**config.mk**
```make
export PLATFORM = sky130hd
export DESIGN_NAME = adc_sequencer_flat
export DESIGN_NICKNAME = d
export VERILOG_FILES = /design/src/rtl/adc_sequencer_if.sv /design/src/rtl/adc_sequencer.sv /design/src/flat_wrapper.sv
export SDC_FILE = /design/constraint.sdc
export NUM_CORES = 1
export LEC_CHECK = 0
export CAP_MARGIN = 25
export CORE_MARGIN = 2
export CORE_UTILIZATION = 60
export CTS_BUF_LIST = sky130_fd_sc_hd__clkbuf_4
export CTS_CLUSTER_DIAMETER = 150
export DETAILED_ROUTE_END_ITERATION = 7
export PLACE_DENSITY = 0.84
export SLEW_MARGIN = 5
export SYNTH_ARGS = -nofsm -noshare
export SYNTH_HDL_FRONTEND = slang
export SYNTH_SLANG_ARGS = --single-unit
```
**constraint.sdc**
```tcl
create_clock -name clk -period 5.3 [get_ports clk]
set_input_delay 1.06 -clock clk [delete_from_list [all_inputs] [get_ports clk]]
set_output_delay 1.06 -clock clk [all_outputs]
set_load 0.05 [all_outputs]
```
**src/rtl/adc_sequencer_if.sv**
```systemverilog
// adc_sequencer_if: start/config/comparator inputs and SAR timing strobes, result and status outputs
interface adc_sequencer_if #(
  parameter int NBITS = 16,
  parameter int SAMPW = 8
);
  logic             start;
  logic             cont;
  logic             stop;
  logic [SAMPW-1:0] cfg_samp_cycles;
  logic [4:0]       cfg_ncomp;
  logic             comp_out;
  logic             seq_init;
  logic             seq_samp;
  logic             seq_comp;
  logic             seq_update;
  logic             busy;
  logic             done;
  logic [NBITS-1:0] result;
  logic             start_err;
  modport master (
    output start, cont, stop, cfg_samp_cycles, cfg_ncomp, comp_out,
    input  seq_init, seq_samp, seq_comp, seq_update, busy, done, result, start_err
  );
  modport slave (
    input  start, cont, stop, cfg_samp_cycles, cfg_ncomp, comp_out,
    output seq_init, seq_samp, seq_comp, seq_update, busy, done, result, start_err
  );
endinterface

```
**src/rtl/adc_sequencer.sv**
```systemverilog
// adc_sequencer: SAR conversion controller issuing init/sample/compare/update strobes, MSB-first result
module adc_sequencer #(
  parameter int NBITS = 16,
  parameter int SAMPW = 8
) (
  input logic          clk,
  input logic          rst,
  adc_sequencer_if.slave bus
);
  typedef enum logic [2:0] {IDLE, INIT, SAMP, COMP, CAPT, UPD, DONE} state_t;
  state_t           r_state, w_next;
  logic [SAMPW-1:0] r_s, r_cnt;
  logic [4:0]       r_n, r_k, w_k1;
  logic             r_cont, w_go;
  logic [NBITS-1:0] r_shift;
  assign w_go = r_state == IDLE && bus.start;
  assign w_k1 = r_k + 5'd1;
  always_comb begin
    w_next = r_state;
    case (r_state)
      IDLE:    w_next = bus.start ? INIT : IDLE;
      INIT:    w_next = SAMP;
      SAMP:    w_next = r_cnt == '0 ? COMP : SAMP;
      COMP:    w_next = CAPT;
      CAPT:    w_next = UPD;
      UPD:     w_next = w_k1 < r_n ? COMP : DONE;
      DONE:    w_next = r_cont && !bus.stop ? INIT : IDLE;
      default: w_next = IDLE;
    endcase
  end
  // outputs are registered from the next state so they align with the state register
  always_ff @(posedge clk) begin
    if (rst) begin
      r_state        <= IDLE;
      r_s            <= '0;
      r_n            <= '0;
      r_cnt          <= '0;
      r_k            <= '0;
      r_cont         <= 1'b0;
      r_shift        <= '0;
      bus.seq_init   <= 1'b0;
      bus.seq_samp   <= 1'b0;
      bus.seq_comp   <= 1'b0;
      bus.seq_update <= 1'b0;
      bus.busy       <= 1'b0;
      bus.done       <= 1'b0;
      bus.result     <= '0;
      bus.start_err  <= 1'b0;
    end else begin
      r_state        <= w_next;
      bus.seq_init   <= w_next == INIT;
      bus.seq_samp   <= w_next == SAMP;
      bus.seq_comp   <= w_next == COMP;
      bus.seq_update <= w_next == UPD;
      bus.busy       <= w_next != IDLE;
      bus.done       <= w_next == DONE;
      if (w_go) begin
        r_s           <= bus.cfg_samp_cycles == '0 ? SAMPW'(1) : bus.cfg_samp_cycles;
        r_n           <= bus.cfg_ncomp == '0 ? 5'd1 :
                         bus.cfg_ncomp > 5'(NBITS) ? 5'(NBITS) : bus.cfg_ncomp;
        r_cont        <= bus.cont;
        bus.start_err <= 1'b0;
      end else if (r_state != IDLE) begin
        if (bus.start) bus.start_err <= 1'b1;
        if (bus.stop) r_cont <= 1'b0;
      end
      if (w_next == INIT) begin
        r_shift <= '0;
        r_k     <= '0;
      end
      if (r_state == INIT) r_cnt <= r_s - SAMPW'(1);
      else if (r_state == SAMP) r_cnt <= r_cnt - SAMPW'(1);
      for (int i = 0; i < NBITS; i++)
        if (r_state == CAPT && i == NBITS - 1 - int'(r_k)) r_shift[i] <= bus.comp_out;
      if (r_state == UPD) r_k <= w_k1;
      if (w_next == DONE) bus.result <= r_shift;
    end
  end
endmodule

```
**src/flat_wrapper.sv**
```systemverilog
// flat-port wrapper written by rule: the top's interface ports become plain ports
module adc_sequencer_flat 
#(
  parameter int NBITS = 16,
  parameter int SAMPW = 8
)
  (clk, rst, bus_start, bus_cont, bus_stop, bus_cfg_samp_cycles, bus_cfg_ncomp, bus_comp_out, bus_seq_init, bus_seq_samp, bus_seq_comp, bus_seq_update, bus_busy, bus_done, bus_result, bus_start_err);
  adc_sequencer_if #(.NBITS(NBITS), .SAMPW(SAMPW)) bus_i ();
  input logic clk;
  input logic rst;
  input wire logic [$bits(bus_i.start)-1:0] bus_start;
  input wire logic [$bits(bus_i.cont)-1:0] bus_cont;
  input wire logic [$bits(bus_i.stop)-1:0] bus_stop;
  input wire logic [$bits(bus_i.cfg_samp_cycles)-1:0] bus_cfg_samp_cycles;
  input wire logic [$bits(bus_i.cfg_ncomp)-1:0] bus_cfg_ncomp;
  input wire logic [$bits(bus_i.comp_out)-1:0] bus_comp_out;
  output wire logic [$bits(bus_i.seq_init)-1:0] bus_seq_init;
  output wire logic [$bits(bus_i.seq_samp)-1:0] bus_seq_samp;
  output wire logic [$bits(bus_i.seq_comp)-1:0] bus_seq_comp;
  output wire logic [$bits(bus_i.seq_update)-1:0] bus_seq_update;
  output wire logic [$bits(bus_i.busy)-1:0] bus_busy;
  output wire logic [$bits(bus_i.done)-1:0] bus_done;
  output wire logic [$bits(bus_i.result)-1:0] bus_result;
  output wire logic [$bits(bus_i.start_err)-1:0] bus_start_err;
  assign bus_i.start = bus_start;
  assign bus_i.cont = bus_cont;
  assign bus_i.stop = bus_stop;
  assign bus_i.cfg_samp_cycles = bus_cfg_samp_cycles;
  assign bus_i.cfg_ncomp = bus_cfg_ncomp;
  assign bus_i.comp_out = bus_comp_out;
  assign bus_seq_init = bus_i.seq_init;
  assign bus_seq_samp = bus_i.seq_samp;
  assign bus_seq_comp = bus_i.seq_comp;
  assign bus_seq_update = bus_i.seq_update;
  assign bus_busy = bus_i.busy;
  assign bus_done = bus_i.done;
  assign bus_result = bus_i.result;
  assign bus_start_err = bus_i.start_err;
  adc_sequencer #(.NBITS(NBITS), .SAMPW(SAMPW)) u_core (.clk(clk), .rst(rst), .bus(bus_i));
endmodule
```
After elaboration in Yosys (flattened, before gate mapping)
Cells that the tools add are included.
Widths: inputs -> output; s select.
{ "op_classes": {"reduce_logical": 49, "muxes": 32, "eq_ne": 26, "order_cmp": 2, "addsub": 4} }
{ "op_table": {"columns": ["operator", "n"], "rows": [
  ["$eq 5x32->1 const A", 8],
  ["$eq 4x32->1 const A", 4],
  ["$eq 3x32->1 const A", 2],
  ["$reduce_bool 2->1", 20],
  ["$eq 2x32->1 const A", 1],
  ["$logic_not 32->1", 1],
  ["$mux 8", 3],
  ["$mux 1", 22],
  ["$pmux 3 s7", 1],
  ["$mux 5", 4],
  ["$logic_and 1x1->1", 18],
  ["$logic_not 8->1", 2],
  ["$mux 16", 1],
  ["$sub 8x1->8 const B", 2],
  ["$eq 3x3->1 const B", 5],
  ["$eq 3x2->1 const B", 4],
  ["$eq 3x1->1 const B", 2],
  ["$reduce_bool 3->1", 2],
  ["$sub 4x5->6 const A", 1],
  ["$add 5x1->5 const B", 1],
  ["$gt 5x5->1 const B", 1],
  ["$logic_not 5->1", 1],
  ["$lt 5x5->1", 1],
  ["$reduce_and 2->1", 2],
  ["other kinds (4)", 4]
]} }
{ "word_totals": {"word_cells": 143, "inputBits": 19, "regBits": 69, "output_inout_bits": 23} }

Depth between registers and ports, before layout
{ "logic_depth": {"depth_word": 7, "depth_mapped": 11, "ltp_nobuf": 9} }

Least setup slack after synthesis
No wires, ideal clock.
{ "synth_timing": {"kind": "register -> register", "from": "register u_core.r_k[0]", "to": "register u_core.bus.result[10]", "period_less_slack_ns": 2.488, "required_ns": 5.228, "setup_ns": 0.072, "path_slack_ns": 2.812, "path_buffers": 2, "path_stages_with_launch": 12, "t_arrival_ns": 2.417, "cell_sequence": "dfxtp_1 ha_1 and3_1 ha_1 inv_1 ha_1 and2_1 o21ai_1 o31a_1 buf_2 buf_4 mux2i_1"} }
{ "synth_between": {"elab_chain_len": 5} }
{ "synth_rtl": {"columns": ["item", "line_no", "rtl"], "rows": [
  ["start: declaration", "adc_sequencer.sv:13", "logic [4:0] r_n, r_k, w_k1;"],
  ["start signal: assignment", "adc_sequencer.sv:75", "if (r_state == UPD) r_k <= w_k1;"],
  ["$add 5x1->5", "adc_sequencer.sv:17", "assign w_k1 = r_k + 5'd1;"],
  ["$lt 5x5->1", "adc_sequencer.sv:26", "UPD: w_next = w_k1 < r_n ? COMP : DONE;"],
  ["$mux 3", "adc_sequencer.sv:26", null],
  ["$pmux 3 s7", "adc_sequencer.sv:20", "case (r_state)"],
  ["$eq 3x3->1", "adc_sequencer.sv:76", "if (w_next == DONE) bus.result <= r_shift;"],
  ["end signal: assignment", "adc_sequencer.sv:76", null],
  ["end: declaration", "adc_sequencer_if.sv:26", "output seq_init, seq_samp, seq_comp, seq_update, busy, done, result, start_err"]
]} }
No other way between the ends.
A chain may end at the register's enable or synchronous reset.

Worst setup path after layout
{ "layout_timing": {"from": "register u_core.r_k[0]", "to": "register u_core.bus.result[8]"} }
Same word-level chain as after synthesis.

==> results.json <==
{
  "status": "completed",
  "worst-path-max-fanout": 14,
  "ir_drop_v": 0.000305,
  "yosysTopAreaCell": "dfxtp_1",
  "yosys-top-cells-area": "dfxtp_1, nand2b_1, mux2i_1",
  "postSynth.asyncResetShare_pct": 0,
  "n_antenna_cell": 0,
  "grt_max_degree": 69,
  "antenna_found_initial": 0,
  "synth.most_common_cell": "dfxtp_1",
  "power-per-cell-area_nw_per_um2": 315,
  "post-cts-setup-buffer-count": 0,
  "synth_commonest_cells": "dfxtp_1, nand2_1, nand2b_1",
  "wl_met3_um": 335,
  "finalNetCount": 442,
  "grt_pass1_wl_um": 12300,
  "design_area_um2": 3930,
  "post-route-period-util_pct": 53.3,
  "n_fill_cell": 402,
  "num_vias": 2812,
  "timing.final.crit_period_ps": 2830,
  "power.leakage_nw": 1.55,
  "dr_wl_met2_um": 3500,
  "place_congestion": 0.797,
  "numPortBuffers": 41,
  "die_y_um": 78.1,
  "finalSetupTns_ps": 0,
  "synth_top_area_share_pct": 41.9,
  "syn_area_um2": 3300,
  "grt_pass1_vias": 2710,
  "crit_path_start_kind": "flip-flop",
  "finalHoldViolations": 0,
  "dieArea_um2": 6100,
  "highest_layer": "met4",
  "synth.distinct_cells": 52,
  "dieWidth_um": 78.1,
  "root_buffer": "clkbuf_4",
  "tightest_slew_ps": 706,
  "first_pass_iters": 5,
  "clockBufferDepth": 2,
  "final_max_slew_viol_count": 0,
  "m1WireLength_um": 3210,
  "grt_usage_pct": 25.3,
  "routedWlPerCell_um": 14.8,
  "hold_ws_ps": 469,
  "synth.avg_cell_area_um2": 8.63,
  "cts.clk_slew.worst_paths_ps": 110,
  "final_antenna_net_count": 0,
  "initialDrtViolationCount": 261,
  "vias_per_cell": 5.76,
  "start_util_pct": 63.3,
  "synth_seq_area_share_pct": 41.9,
  "ys.flop_type": "dfxtp_1",
  "setup_viol_count_final": 0,
  "ctsResizeCount": 0,
  "clock_skew_ps": 19.7,
  "cts_tree": "built",
  "rows": 26,
  "syn_inst": 382,
  "design.portCount": 42,
  "ys_ff_latch": 69,
  "cp_data_arrival_time_ps": 3160,
  "grt_overflow": 0,
  "cp.required_ps": 5640,
  "clk_latency_ps": 410,
  "hold_buffers": 0,
  "rsz0062_at_grt": "no",
  "drc": 0,
  "slew_headroom_pct": 52.5,
  "h-tree-depth": 3,
  "hpwl_um": 4690,
  "hold_path.class": "reg2reg",
  "synth_nets": 411,
  "worstSetupPathType": "reg2reg",
  "core-area_um2": 5200,
  "synth_edf_count": 0,
  "maxCapViolations": 0,
  "post_dp_cell_area_um2": 3690,
  "cts.sinks": 69,
  "max_freq_ghz": 0.354,
  "critical_path.endpoint_type": "flip-flop",
  "routed_wl_um": 7230,
  "numCtsBuffers": 9,
  "yosysWarnings": 0,
  "synthToLayoutAreaGrowth_pct": 19.2,
  "layout-drive-gt1-share_pct": 7.18
}
critical path: stages, from the launching register on:
cell and delay [ps]:
dfxtp_1 370, ha_1 320, and3_1 220, ha_1 270, inv_1 50, ha_1 290
and2_1 180, o21ai_1 210, o31a_1 430, buf_16 210, mux2i_1 200
per-layer routing:
metal  GRT usage, %  up-vias
met5              0        -
met4           13.5        0
met3           4.37       18
met2           40.0       79
met1           33.0     1306
li1               -     1409
sequential cells by signal, indices dropped and copies added (netlist names), 3 cells and up:
name / flops
u_core.bus.result: 16
u_core.r_shift: 16
u_core.r_cnt: 8
u_core.r_s: 8
u_core.r_k: 5
u_core.r_n: 5
u_core.r_state: 3
power breakdown:
part           switching [mW]  total, mW  internal [mW]
clock                   0.188      0.424          0.236
sequential             0.0338      0.581          0.547
combinational           0.131      0.231          0.100
through the flow:
stage                     util, %  setup WS (ps)  cells  power, mW
after floorplan                 -           2810    382      0.759
after global placement       70.9           2340    469      0.810
after detailed placement     70.9           2170    469      0.816
after CTS                    74.4           2100    485       1.24
after global routing         75.5           2340    488       1.29
final                        75.5           2470    488       1.24
cell usage in the layout (no fill, tap or decap), types with 2 or more instances in the layout:
master and count:
dfxtp_1 69, nand2_1 43, clkdlybuf4s50_1 40, nand2b_1 38
a21oi_1 28, nand3_1 20, mux2i_1 18, nor2_1 18
o22ai_1 17, inv_1 12, ha_1 10, clkbuf_4 10
nor3_1 9, xnor2_1 7, nand4_1 5, or4_1 4
a211oi_1 4, nand3b_1 4, o31a_1 3, nor3b_1 3
o21ai_1 3, o21ai_0 3, bufinv_16 3, xor2_1 2
and3_1 2, nor4_1 2, nor4b_2 2, nor2b_1 2
or2_2 2, a21o_1 2, a31oi_1 2, o31ai_1 2
a211oi_2 2, clkinvlp_4 2, buf_4 2
logic make-up after synthesis:
family / share of synthesized area [%]
and+or+nand+nor: 27.5
AOI/OAI and AO/OA: 14.2
DFF: 41.9
buffers and inverters: 4.78
muxes: 5.46
adders and majority gates: 3.80
xor gates and xnor gates: 2.39
cell type report:
| cell class | instances | area (um^2) | share of cell area (%) |
|---|---|---|---|
| multi-input combinational | 275 | 1760 | 44.7 |
| clock buffer | 9 | 67.6 | 1.72 |
| sequential | 69 | 1380 | 35.2 |
| tap | 70 | 87.6 | 2.23 |
| clock inverter | 7 | 114 | 2.90 |
| inverter | 12 | 45.0 | 1.15 |
| timing repair buffer | 46 | 475 | 12.1 |
path summary, 6_finish.rpt:
path	start	to	slack, ps	cells past startpoint
worst max register to register	u_core.r_k[0]$_SDFFE_PP0P_	u_core.bus.result[8]$_SDFFE_PP0N_	2470	10
worst min register to register	u_core.r_n[1]$_SDFFE_PP0P_	u_core.r_n[1]$_SDFFE_PP0P_	470	2
worst max-delay path	u_core.r_k[0]$_SDFFE_PP0P_	u_core.bus.result[8]$_SDFFE_PP0N_	2470	10
worst min-delay path	u_core.r_n[1]$_SDFFE_PP0P_	u_core.r_n[1]$_SDFFE_PP0P_	470	2
No activity file was read; power rests on OpenSTA's default activity.
